===== src/rtl/sc_div_pkg.sv =====
// Shared types and helpers for the stochastic divider scheduler.
// The optional warm-up phase is controlled by the SC_DIV_WARMUP_EN macro.
package sc_div_pkg;

   localparam int DEFAULT_WIDTH = 6;

   typedef enum logic [1:0] {
      ST_IDLE,
      ST_WARM,
      ST_RUN,
      ST_RESP
   } state_t;

   // Mid-scale start point for the feedback counter, i.e. a quotient guess of 0.5
   function automatic int cntInit(input int width);
      return 1 << (width - 1);
   endfunction

endpackage


===== src/rtl/sc_div_core.sv =====
// Counter-feedback stochastic divider: a saturating up/down counter whose
// value, compared against a random number, produces the quotient bitstream.
module sc_div_core
   import sc_div_pkg::*;
#(
   parameter int WIDTH = DEFAULT_WIDTH
) (
   input  logic             clk,
   input  logic             rst_n,
   input  logic             load_i,
   input  logic             en_i,
   input  logic             inc_i,
   input  logic             bBit_i,
   input  logic [WIDTH-1:0] randQ_i,
   output logic             qBit_o
);

   localparam logic [WIDTH-1:0] CNT_INIT = WIDTH'(cntInit(WIDTH));

   logic [WIDTH-1:0] cnt_q;
   logic [WIDTH-1:0] cnt_d;
   logic             dec;

   assign qBit_o = (cnt_q > randQ_i);
   assign dec    = qBit_o & bBit_i;

   // Next counter value: reload on a new job, otherwise saturating step when enabled
   always_comb begin
      cnt_d = cnt_q;
      if (load_i) begin
         cnt_d = CNT_INIT;
      end else if (en_i) begin
         if (inc_i && !dec && (cnt_q != '1)) begin
            cnt_d = cnt_q + 1'b1;
         end else if (!inc_i && dec && (cnt_q != '0)) begin
            cnt_d = cnt_q - 1'b1;
         end
      end
   end

   // Counter register, returns to mid-scale on reset
   always_ff @(posedge clk or negedge rst_n) begin
      if (!rst_n) begin
         cnt_q <= CNT_INIT;
      end else begin
         cnt_q <= cnt_d;
      end
   end

endmodule


===== src/rtl/sc_div_sched.sv =====
// Round-robin scheduler sharing one stochastic divider among NREQ requesters.
// Define SC_DIV_WARMUP_EN to add a WARM-cycle settling phase before counting.
module sc_div_sched
   import sc_div_pkg::*;
#(
   parameter int NREQ  = 4,
   parameter int WIDTH = DEFAULT_WIDTH,
   parameter int WARM  = 16
) (
   input  logic                     clk,
   input  logic                     rst_n,
   input  logic [NREQ-1:0]          req_valid,
   output logic [NREQ-1:0]          req_ready,
   input  logic [NREQ*WIDTH-1:0]    req_dividend,
   input  logic [NREQ*WIDTH-1:0]    req_divisor,
   input  logic [WIDTH-1:0]         rand_a,
   input  logic [WIDTH-1:0]         rand_b,
   input  logic [WIDTH-1:0]         rand_q,
   output logic                     rsp_valid,
   input  logic                     rsp_ready,
   output logic [$clog2(NREQ)-1:0]  rsp_id,
   output logic [WIDTH-1:0]         rsp_quot,
   output logic                     rsp_err,
   output logic                     busy
);

   localparam int IDW = $clog2(NREQ);
   localparam int LEN = 1 << WIDTH;
   localparam int PHW = (WIDTH > $clog2(WARM + 1)) ? WIDTH : $clog2(WARM + 1);
   localparam logic [PHW-1:0] RUN_LAST = PHW'(LEN - 1);
`ifdef SC_DIV_WARMUP_EN
   localparam logic [PHW-1:0] WARM_LAST = PHW'(WARM - 1);
`endif

   state_t           state_q, state_d;
   logic [IDW-1:0]   rrPtr_q, rrPtr_d;
   logic [WIDTH-1:0] dividend_q, dividend_d;
   logic [WIDTH-1:0] divisor_q, divisor_d;
   logic [PHW-1:0]   phase_q, phase_d;
   logic [WIDTH:0]   ones_q, ones_d;
   logic [IDW-1:0]   rspId_q, rspId_d;
   logic [WIDTH-1:0] rspQuot_q, rspQuot_d;
   logic             rspErr_q, rspErr_d;

   logic             grantFound;
   logic [IDW-1:0]   grantIdx;
   logic             handshake;
   logic [WIDTH-1:0] selDividend;
   logic [WIDTH-1:0] selDivisor;
   logic             aBit;
   logic             bBit;
   logic             qBit;
   logic             coreEn;
   logic [WIDTH:0]   onesInc;
   logic [WIDTH-1:0] quotSat;

   // Round-robin pick: first valid requester at or after the pointer
   always_comb begin
      int cand;
      grantFound = 1'b0;
      grantIdx   = '0;
      for (int i = 0; i < NREQ; i++) begin
         cand = int'(rrPtr_q) + i;
         if (cand >= NREQ) begin
            cand = cand - NREQ;
         end
         if (!grantFound && req_valid[cand[IDW-1:0]]) begin
            grantFound = 1'b1;
            grantIdx   = cand[IDW-1:0];
         end
      end
   end

   assign handshake   = (state_q == ST_IDLE) && grantFound;
   assign selDividend = req_dividend[grantIdx*WIDTH +: WIDTH];
   assign selDivisor  = req_divisor[grantIdx*WIDTH +: WIDTH];

   // Ready is suppressed while reset is held so all outputs read zero at once
   assign req_ready = (rst_n && handshake) ? (NREQ'(1) << grantIdx) : '0;

   assign aBit    = (rand_a < dividend_q);
   assign bBit    = (rand_b < divisor_q);
   assign coreEn  = ((state_q == ST_RUN) || (state_q == ST_WARM)) && (divisor_q != '0);
   assign onesInc = ones_q + (WIDTH + 1)'(qBit);
   assign quotSat = onesInc[WIDTH] ? '1 : onesInc[WIDTH-1:0];

   sc_div_core #(
      .WIDTH (WIDTH)
   ) u_core (
      .clk     (clk),
      .rst_n   (rst_n),
      .load_i  (handshake),
      .en_i    (coreEn),
      .inc_i   (aBit),
      .bBit_i  (bBit),
      .randQ_i (rand_q),
      .qBit_o  (qBit)
   );

   // Scheduler FSM: capture a job, run the stream, then hold the result
   always_comb begin
      state_d    = state_q;
      rrPtr_d    = rrPtr_q;
      dividend_d = dividend_q;
      divisor_d  = divisor_q;
      phase_d    = phase_q;
      ones_d     = ones_q;
      rspId_d    = rspId_q;
      rspQuot_d  = rspQuot_q;
      rspErr_d   = rspErr_q;
      case (state_q)
         ST_IDLE: begin
            if (handshake) begin
               dividend_d = selDividend;
               divisor_d  = selDivisor;
               rspId_d    = grantIdx;
               rrPtr_d    = (grantIdx == IDW'(NREQ - 1)) ? '0 : grantIdx + 1'b1;
               phase_d    = '0;
               ones_d     = '0;
`ifdef SC_DIV_WARMUP_EN
               state_d    = ST_WARM;
`else
               state_d    = ST_RUN;
`endif
            end
         end
`ifdef SC_DIV_WARMUP_EN
         ST_WARM: begin
            if (divisor_q == '0) begin
               state_d   = ST_RESP;
               rspQuot_d = '1;
               rspErr_d  = 1'b1;
            end else if (phase_q == WARM_LAST) begin
               state_d = ST_RUN;
               phase_d = '0;
            end else begin
               phase_d = phase_q + 1'b1;
            end
         end
`endif
         ST_RUN: begin
            if (divisor_q == '0) begin
               state_d   = ST_RESP;
               rspQuot_d = '1;
               rspErr_d  = 1'b1;
            end else begin
               ones_d = onesInc;
               if (phase_q == RUN_LAST) begin
                  state_d   = ST_RESP;
                  rspQuot_d = quotSat;
                  rspErr_d  = 1'b0;
               end else begin
                  phase_d = phase_q + 1'b1;
               end
            end
         end
         ST_RESP: begin
            if (rsp_ready) begin
               state_d = ST_IDLE;
            end
         end
         default: begin
            state_d = ST_IDLE;
         end
      endcase
   end

   // State and datapath registers; reset aborts any job in flight
   always_ff @(posedge clk or negedge rst_n) begin
      if (!rst_n) begin
         state_q    <= ST_IDLE;
         rrPtr_q    <= '0;
         dividend_q <= '0;
         divisor_q  <= '0;
         phase_q    <= '0;
         ones_q     <= '0;
         rspId_q    <= '0;
         rspQuot_q  <= '0;
         rspErr_q   <= 1'b0;
      end else begin
         state_q    <= state_d;
         rrPtr_q    <= rrPtr_d;
         dividend_q <= dividend_d;
         divisor_q  <= divisor_d;
         phase_q    <= phase_d;
         ones_q     <= ones_d;
         rspId_q    <= rspId_d;
         rspQuot_q  <= rspQuot_d;
         rspErr_q   <= rspErr_d;
      end
   end

   assign rsp_valid = (state_q == ST_RESP);
   assign busy      = (state_q != ST_IDLE);
   assign rsp_id    = rspId_q;
   assign rsp_quot  = rspQuot_q;
   assign rsp_err   = rspErr_q;

endmodule

===== config.mk =====
export PLATFORM = sky130hd
export DESIGN_NAME = sc_div_sched
export DESIGN_NICKNAME = d
export VERILOG_FILES = /design/src/rtl/sc_div_pkg.sv /design/src/rtl/sc_div_core.sv /design/src/rtl/sc_div_sched.sv
export SDC_FILE = /design/constraint.sdc
export NUM_CORES = 1
export LEC_CHECK = 0
export CORE_MARGIN = 4
export CORE_UTILIZATION = 53
export CTS_CLUSTER_DIAMETER = 30
export DETAILED_ROUTE_END_ITERATION = 8
export GPL_ROUTABILITY_DRIVEN = 0
export GPL_TIMING_DRIVEN = 0
export PLACE_DENSITY = 0.95
export RECOVER_POWER = 50
export SYNTH_ARGS = -nofsm -noshare
export SYNTH_HDL_FRONTEND = slang
export SYNTH_SLANG_ARGS = --single-unit
export TNS_END_PERCENT = 1

===== constraint.sdc =====
create_clock -name clk -period 8.75 [get_ports clk]
set_clock_uncertainty 0.05 [all_clocks]
set_input_delay 2.625 -clock clk [delete_from_list [all_inputs] [get_ports clk]]
set_output_delay 2.625 -clock clk [all_outputs]
set_load 0.05 [all_outputs]

==> results of run 1 <==
-- worst register-to-register path, cell delays in order, from the launching register on --
cell                       delay [ps]
sky130_fd_sc_hd__dfrtp_1          470
sky130_fd_sc_hd__ha_1             340
sky130_fd_sc_hd__a21oi_1          140
sky130_fd_sc_hd__a21boi_1          80
sky130_fd_sc_hd__o32a_1           410
sky130_fd_sc_hd__o211ai_4         150
sky130_fd_sc_hd__nand3_1          230
sky130_fd_sc_hd__ha_1             350
sky130_fd_sc_hd__a211oi_1         300
sky130_fd_sc_hd__o21bai_1         140
sky130_fd_sc_hd__a21oi_1          250
sky130_fd_sc_hd__nor3b_1          240
sky130_fd_sc_hd__mux2i_1          130
sky130_fd_sc_hd__mux2i_1          170
-- cell type report --
cell class              instances  area [µm²]  share of cell area
plain buffers                  11       72.57             0.01710
well taps                      72       90.09             0.02123
clock buffers                   5       68.82             0.01621
flip-flops and latches         44        1102              0.2597
inverters                      28       105.1             0.02476
clock inverters                 3       46.29             0.01091
repair buffers                 88       868.3              0.2046
multi-input cells             243        1891              0.4455
-- flip-flops by register name, indices dropped and copies added, names as in the netlist --
signal	cells
divisor_q	6
phase_q	6
ones_q	7
rrPtr_q	2
dividend_q	6
rsp_err	1
rsp_id	2
u_core.cnt_q	6
state_q	2
rsp_quot	6
-- layout by cell type, fill, tap and decap left out, types with 2 or more instances in the layout --
cell	synthesis	final
sky130_fd_sc_hd__a211o_1	2	2
sky130_fd_sc_hd__a21o_1	6	6
sky130_fd_sc_hd__a21oi_1	13	13
sky130_fd_sc_hd__and2_1	2	2
sky130_fd_sc_hd__and3_1	8	8
sky130_fd_sc_hd__buf_2	4	4
sky130_fd_sc_hd__buf_6	4	3
sky130_fd_sc_hd__clkbuf_1	2	5
sky130_fd_sc_hd__clkbuf_8	0	5
sky130_fd_sc_hd__clkdlybuf4s50_1	0	82
sky130_fd_sc_hd__dfrtp_1	43	43
sky130_fd_sc_hd__dlygate4sd3_1	0	4
sky130_fd_sc_hd__ha_1	30	30
sky130_fd_sc_hd__inv_1	27	27
sky130_fd_sc_hd__mux2i_1	33	33
sky130_fd_sc_hd__nand2_1	28	28
sky130_fd_sc_hd__nand2b_1	7	7
sky130_fd_sc_hd__nand3_1	11	11
sky130_fd_sc_hd__nand4_1	2	2
sky130_fd_sc_hd__nor2_1	12	12
sky130_fd_sc_hd__nor2b_1	2	2
sky130_fd_sc_hd__nor3b_1	4	4
sky130_fd_sc_hd__nor4_1	1	2
sky130_fd_sc_hd__o211ai_1	2	2
sky130_fd_sc_hd__o21a_1	2	2
sky130_fd_sc_hd__o21ai_0	6	6
sky130_fd_sc_hd__o21ai_1	17	17
sky130_fd_sc_hd__o21bai_1	2	2
sky130_fd_sc_hd__o22a_1	12	12
sky130_fd_sc_hd__o22ai_1	2	2
sky130_fd_sc_hd__o31ai_1	6	6
sky130_fd_sc_hd__o32a_1	2	2
sky130_fd_sc_hd__xnor2_1	5	5
sky130_fd_sc_hd__xor2_1	4	4
-- kinds of logic (layout without fill, tap and decap cells) --
group / Yosys count / after routing
buffers and inverters: 39 / 135
AO/OA/AOI/OAI: 83 / 83
adder cells (fa/ha/maj): 31 / 31
XOR/XNOR: 9 / 9
multiplexers: 34 / 34
flip-flops: 44 / 44
AND/OR/NAND/NOR: 86 / 86
-- power breakdown --
| part | internal, W | total (W) | switching [W] |
|---|---|---|---|
| Combinational | 0.000383 | 0.000936 | 0.000553 |
| Sequential | 0.000287 | 0.000349 | 0.0000623 |
| Clock | 0.0000861 | 0.000163 | 0.0000769 |
| Total | 0.000757 | 0.00145 | 0.000692 |
-- metrics by stage --
step                hold slack (ps)  total power (W)
global placement              402.5         0.001212
floorplan                     391.7         0.001020
detailed placement            416.7         0.001268
global route                  468.4         0.001548
finish                        430.8         0.001449
CTS                           438.7         0.001451
-- per-layer routing --
metal	share of wire	global-route usage
met1	0.39	0.2968
met4	0.030	0.1180
met3	0.053	0.04035
met2	0.53	0.4336
met5	0	0
-- worst paths after layout --
kind / from / to / slack (ps) / cells after the start
max in group asynchronous: rst_n / dividend_q[1] / 4340 / 2
min: rsp_id[0] / rsp_id[0] / 430 / 2
min reg2reg: rsp_id[0] / rsp_id[0] / 430 / 2
max: req_valid[1] / req_ready[1] / 850 / 5
min in group asynchronous: rst_n / rsp_quot[3] / 2470 / 1
max reg2reg: u_core.cnt_q[4] / u_core.cnt_q[5] / 5250 / 13
==> results.md, run 1 <==
CTS:
- The number of buffers added to fix hold violations after cts is 0.
- The post-cts gate resize count is 0.
- The clock drives 44 sinks.
- After clock tree synthesis, the clock-pin slew on the worst setup and hold paths is 90 ps.
- Buffers added to address setup during post-CTS repair amount to 0.
- The clock network latency to the later pin of the worst-skew pair is 310 ps.
- The clock passes through at most 2 buffers.
- Buffers inserted during clock tree synthesis total 5.
- The CTS tree is done.
- The tree is rooted in a sky130_fd_sc_hd__clkbuf_8.
- The H-tree was split into 2 levels.

STA:
- The clock period minus final worst setup slack is 7903 ps.
- Headroom to the max-slew limit came out at 0.08973.
- The slew at the pin closest to its max-slew limit is 1365 ps.
- Setup violations remaining at the end of the flow were counted as 0.
- The maximum achievable frequency is 0.1265 GHz.
- The aggregate negative setup slack is 0 ps.
- The final-report hold violation count is 0.
- The final worst slack is 846.7 ps.
- Setup repair after global routing left no endpoint under its margin.
- The count of final max-slew check failures came to 0.
- In the finished design, the share of the clock period the worst path needs comes to 0.9032.

Drt:
- The total wire length after detailed routing is 8925 µm.
- After detailed routing, the number of vias per cell comes to 5.877.
- For this run, design rule violations remaining after detail routing come to 0.
- The count of routing violations after the opening detailed-route iteration is 224.
- The detail route stage leaves a number of antenna-violating nets equal to 0.
- The final routed wire length divided by cell count is 18.07 µm.
- The via count is 2903.
- For this run, the detailed router's first-pass iteration total came to 4.

Setup path:
- The worst setup path is captured at an output port.
- Data on the critical path is required at its endpoint by 6080 ps.
- The critical path goes through dlygate4sd3_1, nor4_1, nor2_1, and3_1, clkdlybuf4s50_1.
- The critical path buffer and inverter count is 2.
- Data arrives at the worst endpoint at 5230 ps.
- The worst-path maximum fanout is 8.
- The worst setup path is launched from an input pin.
- On the worst path, the slowest cell contributes a delay of 710 ps.
- The kind of cell with the highest combined delay along the critical path is buffers and inverters.
- The critical path is of the in2out type.
- The cell with the biggest individual delay on the critical path is sky130_fd_sc_hd__clkdlybuf4s50_1.

Logic synthesis:
- The simple-gate share of the synthesized area is 0.1422.
- The library cell with the largest summed area after synthesis is sky130_fd_sc_hd__dfrtp_1.
- After technology mapping, the gate count stands at 326.
- The register bit total from synthesis is 44.
- The mean area per synthesized cell is 9.768 µm².
- Counting distinct cell types in the post-synthesis netlist gives 55.
- The proportion of synthesized area in mux cells is 0.1108.
- The share of flip-flops with an asynchronous set or reset after synthesis is 1.000.
- The main combinational cell family by area after synthesis is compound AO/OA/AOI/OAI gates.
- The most instantiated library cell after synthesis is sky130_fd_sc_hd__dfrtp_1.
- The parity-gate share of the synthesized area counting xor and xnor cells is 0.02475.
- In the post-synthesis netlist, the biggest area contributors are sky130_fd_sc_hd__dfrtp_1 34%, sky130_fd_sc_hd__ha_1 12%, sky130_fd_sc_hd__mux2i_1 10%.
- For this run, the register share of the synthesized area comes to 0.3462.
- The number of synthesized flops with an enable pin is 0.
- The proportion of netlist area held by the largest area contributor is 0.3379.
- The top flip-flop cell by instance count after synthesis is sky130_fd_sc_hd__dfrtp_1.
- The complex-gate fraction of the synthesized area was 0.1937.
- The number of nets handed over by synthesis was 430.
- After synthesis, the most frequently instantiated cells are 43 x sky130_fd_sc_hd__dfrtp_1, 33 x sky130_fd_sc_hd__mux2i_1, 30 x sky130_fd_sc_hd__ha_1, 28 x sky130_fd_sc_hd__nand2_1, 27 x sky130_fd_sc_hd__inv_1.
- Summing every instance area after synthesis gives 3184 µm².
- For this run, the number of Yosys warnings is 0.
- The adder and majority cell fraction of the synthesized area is 0.1242.

Placement:
- After detailed placement, the design holds a cell count of 486.
- Timing analysis after detailed placement gives a worst setup slack of 912.0 ps.
- The HPWL after detailed placement is 6797 µm.
- Summing all placed instances gives a cell area of 4160 µm².
- During placement, the flow inserted port buffers numbering 87.

Final layout:
- At the end of the flow, the number of nets in the layout was 525.
- The number of inserted filler cells in the final layout is 383.
- The number of antenna diodes is 0.
- At the end of the flow the core is filled with cells to 0.7478.
- Once layout is done, the placed cells without fillers occupy 4244 µm².
- In the final layout, the share of cells above drive strength 1 is 0.07583.
- For this run, the number of standard cells in the final layout without fillers is 494.
- The signed area change from the synthesized netlist to the final layout is 33.28%.

Floorplan:
- The chip width is 85.51 µm.
- 88 I/O pins were placed.
- The initial utilization of the core area, before any placement, comes to 0.5611.
- The die covers 7312 µm².
- The core box area is 5675 µm².
- The floorplan row count is 27.
- From bottom edge to top edge, the die measures 85.51 µm.

Global route:
- The total global routing track utilization is 0.2483.
- The first global-routing pass estimated 14590 µm of wire.
- The initial antenna violation count is 0.
- The via count of the first global-routing pass is 3152.
- The aggregate global routing overflow is 0.
- The maximum number of pins on one net before global-route repair is 26.

Power:
- The leakage component of the power is 1.983 nW.
- The maximum vdd ir drop is 0.1842 mV.
- In this run the power density over the cells is 341.3 nW/µm².

Flow run:
- The total of max-cap violations is 0.

Run status:
- The flow ran to the end, and the final reports show no timing, DRC or antenna violations.

Worst hold path:
- The min-delay analysis places its worst path in the category reg2reg.
(Power assumes the default switching activity.)
==> run 2: changes to the inputs <==
CORE_UTILIZATION = 69   (was 53)
DONT_BUFFER_PORTS = 1   (was unset)
RECOVER_POWER = 25   (was 50)
==> results.md, run 2 (synthesis results as in run 1) <==
Drt:
- The final antenna-violating net count was 0 (unchanged).
- The count of unresolved DRC violations after routing came to 0 (unchanged).
- The average vias per placed instance is 6.474 (+10%).
- The total wire length after detailed routing came to 7172 µm (-20%).
- The count of routing violations after the opening detailed-route iteration is 140 (-38%).
- The via count is 2499 (-14%).
- The final routed wire length divided by cell count is 18.58 µm (+2.8%).
- The number of iterations in the first detailed-routing pass came to 4 (unchanged).

Power:
- The share of power burned in registers is 0.317 (+0.076).
- The total power of the final layout is 0.001327 W (-8.4%).
- The clock share of power was 0.123 (+0.010).
- The part of the power in combinational logic is 0.560 (-0.086).
- The maximum vdd ir drop is 0.1845 mV (+0.18%).
- The power per cell area came to 394.4 nW/µm² (+16%).
- The cell-internal power is 0.0006874 W (-9.1%).
- The leakage component of the power is 1.656 nW (-17%).
- The switching power summed over all nets was 0.0006399 W (-7.5%).
- The switching fraction of total power is 0.4821 (+0.004402).

Floorplan:
- The die boundary height is 75.94 µm (-11%).
- The core box area is 4414 µm² (-22%).
- The effective utilization at floorplan is 0.7214 (+0.1603).
- The chip width is 75.94 µm (-11%).
- The count of boundary I/O pins came to 88 (unchanged).
- The floorplan die area is 5766 µm² (-21%).
- The floorplan row count is 24 (-11%).

Final layout:
- The count of non-filler cells in the finished layout was 386 (-22%).
- The final cell utilization of the core is 0.7625 (+0.01468).
- The flip-flop count of the largest register, all copies and words added came to 7 (unchanged).
- In the layout the commonest cells are 43 x sky130_fd_sc_hd__dfrtp_1, 33 x sky130_fd_sc_hd__mux2i_1, 30 x sky130_fd_sc_hd__ha_1, 28 x sky130_fd_sc_hd__nand2_1, 27 x sky130_fd_sc_hd__inv_1.
- The fraction of final layout cells with drive strength greater than 1 was 0.1018 (+0.02597).
- The signed area change from the synthesized netlist to the final layout is 5.698%.
- The number of nets in the layout is 437 (-17%).
- The library cell used most frequently in the layout, excluding fill and tap cells, is sky130_fd_sc_hd__dfrtp_1.
- The register ranked first by flip-flop count is ones_q.
- The number of antenna diodes is 0 (unchanged).

Setup path:
- The critical path endpoint category is an output port.
- The critical path data required time came to 6080 ps (about the same).
- The startpoint identified for the worst register-to-register timing path is u_core.cnt_q[4].
- The arrival time of data at the critical path endpoint was 4060 ps (-1170 ps).
- The worst-path maximum fanout came to 11 (+3).
- Tracing the worst setup path back leads to its startpoint at req_valid[0].
- The worst setup path is of the in2out kind.
- In this run the critical register-to-register path is captured at u_core.cnt_q[5].
- The slack of the worst reg-to-reg path is 5280 ps (+30 ps).
- The count of cells along the worst register-to-register path is 13 (unchanged).
- STA classifies the critical path startpoint as an input pin.
- The end point of the critical path is req_ready[3].

Placement:
- The number of input and output port buffers inserted is 0 (-100%).
- The estimated wirelength of the detail-placed design is 5510 µm (-19%).
- The cell count after placement came to 378 (-22%).

STA:
- Setup repair after global routing left no endpoint under its margin.
- The slew at the pin closest to its max-slew limit is 612.9 ps (-752.5 ps).
- The final-report hold violation count came to 0 (unchanged).
- The maximum achievable frequency is 0.1486 GHz (+17%).
- The count of final max-slew check failures is 0 (unchanged).
- The final clock period utilization by the worst path is 0.7692 (-0.1340).
- The clock period minus final worst setup slack came to 6731 ps (-1173 ps).
- The max-slew headroom at the worst pin is 0.5899 (+0.5002).
- The number of setup violations in the final report is 0 (unchanged).
- The aggregate negative setup slack is 0 ps (unchanged).

CTS:
- The clock slew at the register clock pins of the worst setup and hold paths is 80 ps (about the same).
- The post-CTS setup buffer count is 0 (unchanged).
- The number of buffers added to fix hold violations after cts is 0 (unchanged).
- The TritonCTS buffer count came to 5 (unchanged).
- The number of buffers on the longest clock path is 2 (unchanged).
- The root buffer cell is sky130_fd_sc_hd__clkbuf_8.
- The CTS tree is done.
- The post-cts gate resize count was 0 (unchanged).
- The clock sink count came to 44 (unchanged).
- The number of H-tree levels is 2 (unchanged).
- The clock network latency to the later pin of the worst-skew pair came to 310 ps (about the same).

Global route:
- The total global routing track utilization is 0.2593 (+0.01099).
- The initial antenna violation count is 0 (unchanged).
- The via count of the first global-routing pass is 2649 (-16%).
- The aggregate global routing overflow is 0 (unchanged).
- The maximum number of pins on one net before global-route repair is 49 (+88%).
- The global-route wire length before repair came to 12320 µm (-16%).

Flow run:
- The total of max-cap violations is 0 (unchanged).

Worst hold path:
- The startpoint of the most critical hold path is dividend_q[0].
- The worst hold path class is reg2reg.

Run status:
- The flow ran to the end, and the final reports show no timing, DRC or antenna violations.
[run 2: cell count changes in the layout (fill, tap and decap cells not counted)]
cell                              change
sky130_fd_sc_hd__buf_6                +1
sky130_fd_sc_hd__clkbuf_1             -3
sky130_fd_sc_hd__clkdlybuf4s50_1     -82
sky130_fd_sc_hd__clkinv_4             +2
sky130_fd_sc_hd__clkinvlp_4           -1
sky130_fd_sc_hd__dlygate4sd3_1        -4
sky130_fd_sc_hd__inv_6                -1
sky130_fd_sc_hd__nor4_1               -1
sky130_fd_sc_hd__nor4_2               +1
[run 2: layout make-up]
class	count	area [µm²]
sequential	44	1102
inverter	28	105.1
multi-input combinational	243	1897
buffer	11	80.08
clock buffer	5	68.82
tap	52	65.06
clock inverter	3	47.55
fill	324	1049
[run 2: worst min-delay path by stage]
| stage | to | slack [ps] | cells past startpoint |
|---|---|---|---|
| after CTS | dividend_q[0] | 440 | 1 |
| after detailed placement | dividend_q[0] | 420 | 1 |
| after global placement | dividend_q[0] | 410 | 1 |
| final | dividend_q[0] | 440 | 1 |
| after floorplan | dividend_q[0] | 390 | 1 |
| after global routing | dividend_q[0] | 490 | 1 |
[run 2: critical path, stage by stage]
cell and delay [ps]:
sky130_fd_sc_hd__a21oi_1 160, sky130_fd_sc_hd__o21a_1 150, sky130_fd_sc_hd__o22ai_2 80, sky130_fd_sc_hd__buf_6 160, sky130_fd_sc_hd__buf_6 160, sky130_fd_sc_hd__inv_1 80
sky130_fd_sc_hd__ha_1 160, sky130_fd_sc_hd__and3_1 470
[run 2: per-layer routing]
layer / wire length (µm) / track usage / vias up / part of all wire
li1: - / - / 1188 / -
met3: 379 / 0.05806 / 17 / 0.053
met1: 2745 / 0.2951 / 1217 / 0.38
met4: 203 / 0.1032 / 0 / 0.028
met2: 3843 / 0.4640 / 77 / 0.54
met5: 0 / 0 / - / 0
[run 2: per-stage QoR]
step	instance area, µm²	hold WS (ps)	worst slack [ps]
final	3366	441.0	2019
after global routing	3366	490.5	1941
after CTS	3366	444.9	2018
after global placement	3249	412.2	2091
after detailed placement	3249	422.9	2020
after floorplan	3184	391.7	2180
[run 2: power groups by stage]
stage / Combinational (W) / Sequential, W / Clock, W
2_1_floorplan: 0.000612 / 0.000408 / 0
3_5_place_dp: 0.000741 / 0.000425 / 0
5_1_grt: 0.000834 / 0.000432 / 0.000176
4_1_cts: 0.000745 / 0.000421 / 0.000166
6_report: 0.000743 / 0.000421 / 0.000163
3_3_place_gp: 0.000704 / 0.000420 / 0
